--- src/rtl/cnn_pkg.sv ---
// Shared parameters and state type for the unflatten stream slice.
package cnn_pkg;

  localparam int DATA_W = 16;
  localparam int COLS   = 11;
  localparam int ROWS   = 11;

  typedef enum logic [1:0] {
    IDLE,
    FILL,
    HOLD
  } unflat_state_t;

endpackage

--- src/rtl/unflatten_stream_if.sv ---
// Element stream handshake: producer drives valid/data/last, consumer drives ready.
interface unflatten_stream_if #(
  parameter int DATA_W = cnn_pkg::DATA_W
) ();

  logic                     in_valid;
  logic                     in_ready;
  logic signed [DATA_W-1:0] in_data;
  logic                     in_last;

  modport master (
    output in_valid,
    output in_data,
    output in_last,
    input  in_ready
  );

  modport slave (
    input  in_valid,
    input  in_data,
    input  in_last,
    output in_ready
  );

endinterface

--- src/rtl/grid_index_counter.sv ---
// Column-major grid index sequencer: row is the inner index, wrapping into col.
// A clear in the same cycle as an advance restarts from index 0 and steps to index 1.
module grid_index_counter #(
  parameter  int COLS = cnn_pkg::COLS,
  parameter  int ROWS = cnn_pkg::ROWS,
  localparam int RW   = (ROWS > 1) ? $clog2(ROWS) : 1,
  localparam int CW   = (COLS > 1) ? $clog2(COLS) : 1
) (
  input  logic          clk,
  input  logic          rst_n,
  input  logic          clear,
  input  logic          advance,
  output logic [RW-1:0] row,
  output logic [CW-1:0] col,
  output logic          last_idx
);

  logic [RW-1:0] base_row;
  logic [CW-1:0] base_col;

  // Starting point for this cycle's step: zero when clearing, else the current index.
  always_comb begin
    // NOTE: every always_comb output gets a value on every path so no latch is inferred.
    base_row = row;
    base_col = col;
    if (clear) begin
      base_row = '0;
      base_col = '0;
    end
  end

  // Index register: step from the base on advance, or just clear.
  always_ff @(posedge clk or negedge rst_n) begin
    // NOTE: sequential state uses non-blocking assignments so all flops update together.
    if (!rst_n) begin
      row <= '0;
      col <= '0;
    end else if (advance) begin
      if (base_row == RW'(ROWS - 1)) begin
        row <= '0;
        col <= (base_col == CW'(COLS - 1)) ? '0 : base_col + 1'b1;
      end else begin
        row <= base_row + 1'b1;
        col <= base_col;
      end
    end else if (clear) begin
      row <= '0;
      col <= '0;
    end
  end

  assign last_idx = (row == RW'(ROWS - 1)) && (col == CW'(COLS - 1));

endmodule

--- src/rtl/unflatten_stream.sv ---
// Rebuilds a COLS x ROWS grid from a column-major element stream and holds it
// until the consumer acknowledges. Length mismatches against in_last are flagged.
module unflatten_stream
  import cnn_pkg::unflat_state_t;
  import cnn_pkg::IDLE;
  import cnn_pkg::FILL;
  import cnn_pkg::HOLD;
#(
  parameter int DATA_W = cnn_pkg::DATA_W,
  parameter int COLS   = cnn_pkg::COLS,
  parameter int ROWS   = cnn_pkg::ROWS
) (
  input  logic                     clk,
  input  logic                     rst_n,
  input  logic                     start,
  unflatten_stream_if.slave        stream,
  output logic signed [DATA_W-1:0] grid_out [0:COLS-1][0:ROWS-1],
  output logic                     frame_valid,
  input  logic                     frame_ack,
  output logic                     busy,
  output logic                     len_err
);

  localparam int RW = (ROWS > 1) ? $clog2(ROWS) : 1;
  localparam int CW = (COLS > 1) ? $clog2(COLS) : 1;

  unflat_state_t state;
  logic          ready_q;
  logic          accept;
  logic          clear;
  logic          final_elem;
  logic          last_idx;
  logic [RW-1:0] row;
  logic [CW-1:0] col;
  logic [RW-1:0] wr_row;
  logic [CW-1:0] wr_col;

  assign stream.in_ready = ready_q;
  assign accept          = stream.in_valid & ready_q;
  // start restarts the index everywhere except in HOLD without a release.
  assign clear           = start & ((state != HOLD) | frame_ack);

  grid_index_counter #(
    .COLS (COLS),
    .ROWS (ROWS)
  ) u_index (
    .clk      (clk),
    .rst_n    (rst_n),
    .clear    (clear),
    .advance  (accept),
    .row      (row),
    .col      (col),
    .last_idx (last_idx)
  );

  // Write address and final-element flag, redirected to index 0 on a resync start.
  always_comb begin
    wr_row     = row;
    wr_col     = col;
    final_elem = last_idx;
    if (start) begin
      wr_row     = '0;
      wr_col     = '0;
      final_elem = (COLS * ROWS == 1);
    end
  end

  // Frame control FSM with registered handshake and status outputs.
  always_ff @(posedge clk or negedge rst_n) begin
    if (!rst_n) begin
      state       <= IDLE;
      ready_q     <= 1'b0;
      busy        <= 1'b0;
      frame_valid <= 1'b0;
      len_err     <= 1'b0;
    end else begin
      unique case (state)
        IDLE: begin
          if (start) begin
            state   <= FILL;
            ready_q <= 1'b1;
            busy    <= 1'b1;
            len_err <= 1'b0;
          end
        end
        FILL: begin
          if (accept) begin
            if (final_elem) begin
              state       <= HOLD;
              ready_q     <= 1'b0;
              busy        <= 1'b0;
              frame_valid <= 1'b1;
              len_err     <= (len_err & ~start) | ~stream.in_last;
            end else if (stream.in_last) begin
              state   <= IDLE;
              ready_q <= 1'b0;
              busy    <= 1'b0;
              len_err <= 1'b1;
            end
          end
        end
        HOLD: begin
          if (frame_ack) begin
            frame_valid <= 1'b0;
            if (start) begin
              state   <= FILL;
              ready_q <= 1'b1;
              busy    <= 1'b1;
              len_err <= 1'b0;
            end else begin
              state <= IDLE;
            end
          end
        end
        default: begin
          state   <= IDLE;
          ready_q <= 1'b0;
          busy    <= 1'b0;
        end
      endcase
    end
  end

  // Grid storage: one flop word per cell, written when the decoded address matches.
  always_ff @(posedge clk or negedge rst_n) begin
    // NOTE: this storage is reset because every cell must read zero after reset; plain RAM-style arrays are normally left unreset.
    if (!rst_n) begin
      for (int c = 0; c < COLS; c++) begin
        for (int r = 0; r < ROWS; r++) begin
          grid_out[c][r] <= '0;
        end
      end
    end else if (accept) begin
      for (int c = 0; c < COLS; c++) begin
        for (int r = 0; r < ROWS; r++) begin
          if (wr_col == CW'(c) && wr_row == RW'(r)) begin
            grid_out[c][r] <= stream.in_data;
          end
        end
      end
    end
  end

endmodule

--- src/flat_wrapper.sv ---
// flat-port wrapper written by rule: the top's interface ports become plain ports
module unflatten_stream_flat import cnn_pkg::unflat_state_t; import cnn_pkg::IDLE; import cnn_pkg::FILL; import cnn_pkg::HOLD;
#(
  parameter int DATA_W = cnn_pkg::DATA_W,
  parameter int COLS   = cnn_pkg::COLS,
  parameter int ROWS   = cnn_pkg::ROWS
)
  (clk, rst_n, start, grid_out, frame_valid, frame_ack, busy, len_err, stream_in_valid, stream_in_data, stream_in_last, stream_in_ready);
  unflatten_stream_if #(.DATA_W(DATA_W)) stream_i ();
  input  logic clk;
  input  logic rst_n;
  input  logic start;
  output logic signed [DATA_W-1:0] grid_out[0:COLS-1][0:ROWS-1];
  output logic frame_valid;
  input  logic frame_ack;
  output logic busy;
  output logic len_err;
  input wire logic [$bits(stream_i.in_valid)-1:0] stream_in_valid;
  input wire logic [$bits(stream_i.in_data)-1:0] stream_in_data;
  input wire logic [$bits(stream_i.in_last)-1:0] stream_in_last;
  output wire logic [$bits(stream_i.in_ready)-1:0] stream_in_ready;
  assign stream_i.in_valid = stream_in_valid;
  assign stream_i.in_data = stream_in_data;
  assign stream_i.in_last = stream_in_last;
  assign stream_in_ready = stream_i.in_ready;
  unflatten_stream #(.DATA_W(DATA_W), .COLS(COLS), .ROWS(ROWS)) u_core (.clk(clk), .rst_n(rst_n), .start(start), .stream(stream_i), .grid_out(grid_out), .frame_valid(frame_valid), .frame_ack(frame_ack), .busy(busy), .len_err(len_err));
endmodule
--- config.mk ---
export PLATFORM = sky130hd
export DESIGN_NAME = unflatten_stream_flat
export DESIGN_NICKNAME = d
export VERILOG_FILES = /design/src/rtl/cnn_pkg.sv /design/src/rtl/unflatten_stream_if.sv /design/src/rtl/grid_index_counter.sv /design/src/rtl/unflatten_stream.sv /design/src/flat_wrapper.sv
export SDC_FILE = /design/constraint.sdc
export NUM_CORES = 2
export LEC_CHECK = 0
export CAP_MARGIN = 5
export CORE_AREA = 2 2 769 771
export CTS_CLUSTER_SIZE = 8
export DETAILED_ROUTE_END_ITERATION = 10
export DIE_AREA = 0 0 771 773
export GPL_ROUTABILITY_DRIVEN = 1
export PLACE_DENSITY = 0.3
export SLEW_MARGIN = 20
export SYNTH_ARGS = -nofsm -noshare
export SYNTH_HDL_FRONTEND = slang
export SYNTH_SLANG_ARGS = --single-unit
--- constraint.sdc ---
create_clock -name clk -period 3.1 [get_ports clk]
set_input_delay 0.62 -clock clk [delete_from_list [all_inputs] [get_ports clk]]
set_output_delay 0.62 -clock clk [all_outputs]
set_load 0.01 [all_outputs]
# Word-level counts from Yosys, hierarchy flattened
# Index checks and enable logic that the tools add are counted.
# Widths: inputs -> output; s select.
# totals
ff_bits	1950
output_inout_bits	1940
inputBits	22
# classes
addsub	2
n_reduce_logical	252
mux	36
bitwise	7
n_eq_ne	32
# ops
op	count
$reduce_and 2->1	121
$logic_and 1x1->1	122
$eq 4x4->1 const B	10
$mux 4	9
$eq 4x3->1 const B	8
$mux 1	17
$eq 4x2->1 const B	4
$reduce_and 4->1	3
$mux 2	5
$pmux 1 s3	3
$add 4x1->4 const B	2
$eq 4x1->1 const B	2
$logic_not 4->1	2
$ne 2x2->1 const B	3
$pmux 2 s3	1
$ne 2x1->1 const B	2
$and 1x1->1	3
$ne 3x2->1 const B	1
$reduce_and 3->1	1
$reduce_bool 3->1	1
$eq 2x1->1 const B	1
$eq 2x2->1 const B	1
$logic_not 2->1	1
$not 1->1	2
3 further kinds	4

# Depth between registers and ports, before layout
# logic_depth
depth_word	8
depth_mapped	8
ltp_nobuf	4

# By module
# From an unflattened synthesis, not the netlist that was laid out.
# hier_totals
cells_unflattened	4508
area_unflattened_um2	73795.8
# modules_own_cells
mod	n_inst	area_per_inst_um2	seq_area_each_um2	cells_each
unflatten_stream	1	73335.3	48596.6	4457
grid_index_counter	1	460.4	200.2	51

# Worst setup path before layout
# Ideal clock, no wire load.
# synth_path
kind	input-to-reg
from	in start
to	reg u_core.grid_out[1077] (netlist name)
arrival_time_ps	2258
slack_ps	717
stages	5
required_ps	2975
path_cell_list	nand3b_1 > buf_2 > nor4_2 > buf_4 > mux2_2
# synth_between
elab_chain_len	4
# synth_rtl
element	line_no	text
start, declared	flat_wrapper.sv:12	input logic start;
$mux 4	unflatten_stream.sv:61	if (start) begin
$eq 4x3->1 or $eq 4x4->1 (tied branches)	unflatten_stream.sv:136	if (wr_col == CW'(c) && wr_row == RW'(r)) begin
$logic_and 1x1->1 (*)	unflatten_stream.sv:136	
$reduce_and 2->1 (no source line) (*)	-	
# Mark *: on every way between the ends. The rest lies on a longest branch, timed or not.
# A chain may end at the register's enable or synchronous reset.

# Worst setup path after layout
# layout_path
from	reg u_core.grid_out[68] (netlist name)
to	out grid_out[68] (netlist name)
# layout_lines
element	line_no	text
end, declared	flat_wrapper.sv:13	output logic signed [DATA_W-1:0] grid_out[0:COLS-1][0:ROWS-1];
# No word-level cell between the ends.

==> metrics <==
slowest CP cell clkdlybuf4s50_1; Worst-path clk slew 0.05 ns; Syn Area/Cell between 15 and 20 um^2; first-pass detailed-route iteration total 5; GRT Overall Usage 0.144; DR vias/cell 3.33; Congestion Overflow GR 0; CP Max Fanout 2; top-count cell post-synth dfrtp_1; syn_nets 4518; Final Critical Period 2.83 ns; sequence of cells on the critical path clkdlybuf4s50_1; met2 Use GR 0.254; clk buf depth 4; Post-synth top cells dfrtp_1, mux2_2, clkbuf_1, buf_2, nand2_1; Pwr Density 524 mW/mm^2; CTS buffer count 291; die area around 0.60 mm^2; DIE HEIGHT 773 um; Arrival @ worst endpoint 2.21 ns; row count 282; Clk Latency, worst-skew pair about 0.97 ns; Root Driver clkbuf_16; largest net degree at the start of global routing 110; Avg WL per Cell between 30 and 40 um; fmax 353 MHz; Final Cycle Share 0.913; # nets final 6785; CP Class reg2out; Leakage 0.0523 uW; global-route wire length before repair 573000 um; DRT antenna net count 0; Final Hold Fails 0; ys async rst share 1.00; Peak VDD IR 429 uV; busiest grt layer met2; initial core utilization 0.125; Worst-Margin Slew 1.10 ns; top cells by area, synth dfrtp_1, mux2_2, clkbuf_1, buf_2, nor3_2; RSZ-0062 raised after global routing false; die width 771 um; EDFF count, synth 0; Max Cap Viol 0; Residual DRC 0; DRT Wirelength 443000 um; number of synthesized register bits approximately 2.0k; layout cells sized above 1 0.407; global placer's final weighted congestion approximately 0.76; GR Util met3 0.0553; Core Footprint 0.588 mm^2; vias in the first global route roughly 53k; CP Data Required Time 2.48 ns; sequential share of the synthesized area 0.662; Rel. slew slack 0.270; Most used DFF post-synth dfrtp_1; setup violators final 0; Worst Skew 0.107 ns; cell family with most CP delay buffers and inverters; Hold WC Path Type in2reg; grt met1 use 0.160; critical path endpoint category output pin; Hold WS 0.170 ns; CTS tree done; outcome finished clean; Area Growth Syn to Fin 56.5%; Ports between 1.5k and 2k; Fillers about 63k; Port Buffers 1961; post-detail-place hpwl 323000 um; Slew Limit Fails 0; post-layout util 0.196; Synth top area share 0.662; delay of the slowest critical-path stage just over 0.9 ns; clock sink total 1950; post-synthesis cell type count 48; Post-Synthesis Cells 4496; WP buf/inv 1; DRT iter0 DRCs 2023; Cell Area, Synth 0.0737 mm^2; largest area contributor in the netlist dfrtp_1; Max H-tree Level 5; YS warnings 0; Setup crit start kind flip-flop; routed via count approximately 49k; antenna violations before repair between 40 and 50
## stage by stage
step / setup WS, ns / power, uW / cell area, um^2 / setup TNS, ns / instances
after floorplan: 0.717 / 27800 / 73700 / 0 / 4496
after global placement: -0.319 / 31200 / 107000 / -41.61 / 14300
after detailed placement: -0.253 / 31200 / 107000 / -30.24 / 14300
after CTS: 0.0969 / 62100 / 115000 / 0 / 14600
after global routing: 0.158 / 63100 / 115000 / 0 / 14600
final: 0.270 / 60400 / 115000 / 0 / 14700
## sequential cells by signal (all words and copies together) (netlist names)
signal and count:
u_core.grid_out 1936, u_core.u_index.col 4, u_core.u_index.row 4, u_core.state 2, u_core.busy 1, u_core.frame_valid 1
u_core.len_err 1, u_core.stream.in_ready 1
## what timing repair did
action | in CTS | in global routing
setup buffers | 0 | 0
hold buffers | 1 | 0
gates resized for setup | 1 | 0
endpoints found under the setup margin | 1 | 0
hold endpoints to repair | 29 | 0
## cell type report
class / count / area (um^2) / area share
sequential: 1950 / 48800 / 0.423
clock inverter: 35 / 562 / 0.00487
timing repair buffer: 2343 / 25100 / 0.217
antenna: 18 / 45.0 / 0.000390
clock buffer: 321 / 7520 / 0.0652
tap: 7810 / 9770 / 0.0847
inverter: 2 / 7.51 / 0.0000651
multi-input combinational: 2175 / 23600 / 0.205
## cell families (layout without fill, tap and decap cells)
| kind of cell | count (synthesis) | in the layout | synth area share |
|---|---|---|---|
| AND/OR/NAND/NOR | 207 | 207 | 0.0177 |
| AO/OA/AOI/OAI | 28 | 28 | 0.00243 |
| other | 0 | 18 | 0 |
| flip-flops | 1950 | 1950 | 0.662 |
| XOR/XNOR | 2 | 2 | 0.000238 |
| buffers and inverters | 371 | 2701 | 0.0221 |
| multiplexers | 1938 | 1938 | 0.296 |
## path summary, 6_finish.rpt
| check | from | to | slack, ns | cells after the start |
|---|---|---|---|---|
| hold / removal | stream_in_data[10] | u_core.grid_out[634]$_DFFE_PN0P_ | 0.17 | 2 |
| setup reg to reg | u_core.u_index.col[2]$_DFF_PN0_ | u_core.grid_out[1478]$_DFFE_PN0P_ | 0.49 | 6 |
| setup / recovery | u_core.grid_out[68]$_DFFE_PN0P_ | grid_out[68] | 0.27 | 1 |
| min in group asynchronous | rst_n | u_core.grid_out[1818]$_DFFE_PN0P_ | 0.56 | 2 |
| max in group asynchronous | rst_n | u_core.grid_out[1318]$_DFFE_PN0P_ | 1.37 | 4 |
| hold reg to reg | u_core.grid_out[13]$_DFFE_PN0P_ | u_core.grid_out[13]$_DFFE_PN0P_ | 0.49 | 1 |
## where the power goes
part	total (uW)	internal (uW)	leakage [uW]	switching [uW]
Clock	29900	17100	0.00393	12800
Sequential	26200	25900	0.0272	270
Combinational	4320	1500	0.0212	2830
## cells in the final DEF (no fill, tap or decap), drive strengths merged, types with 2 or more instances in the layout
master and instances:
a31oi 2, o21ai 11, nor4 6, or3b 3
clkdlybuf4s50 1941, nor2 38, a21oi 6, nand2b 11
and3b 2, diode 18, nand2 78, o2bb2ai 2
clkbuf 329, nand3b 2, nand3 10, nor3 33
nor3b 2, and2 7, nor2b 7, a22oi 2
clkinv 25, dfrtp 1950, mux2 1937, or3 2
inv 10, nand4 3, clkinvlp 2, buf 393
## routing by layer
layer	up-vias	wire length, um
met5	-	0
met4	0	13800
met3	465	40500
met2	1802	221000
met1	26300	168000
li1	20200	-
Note: power is estimated with default switching activity, not from simulation.
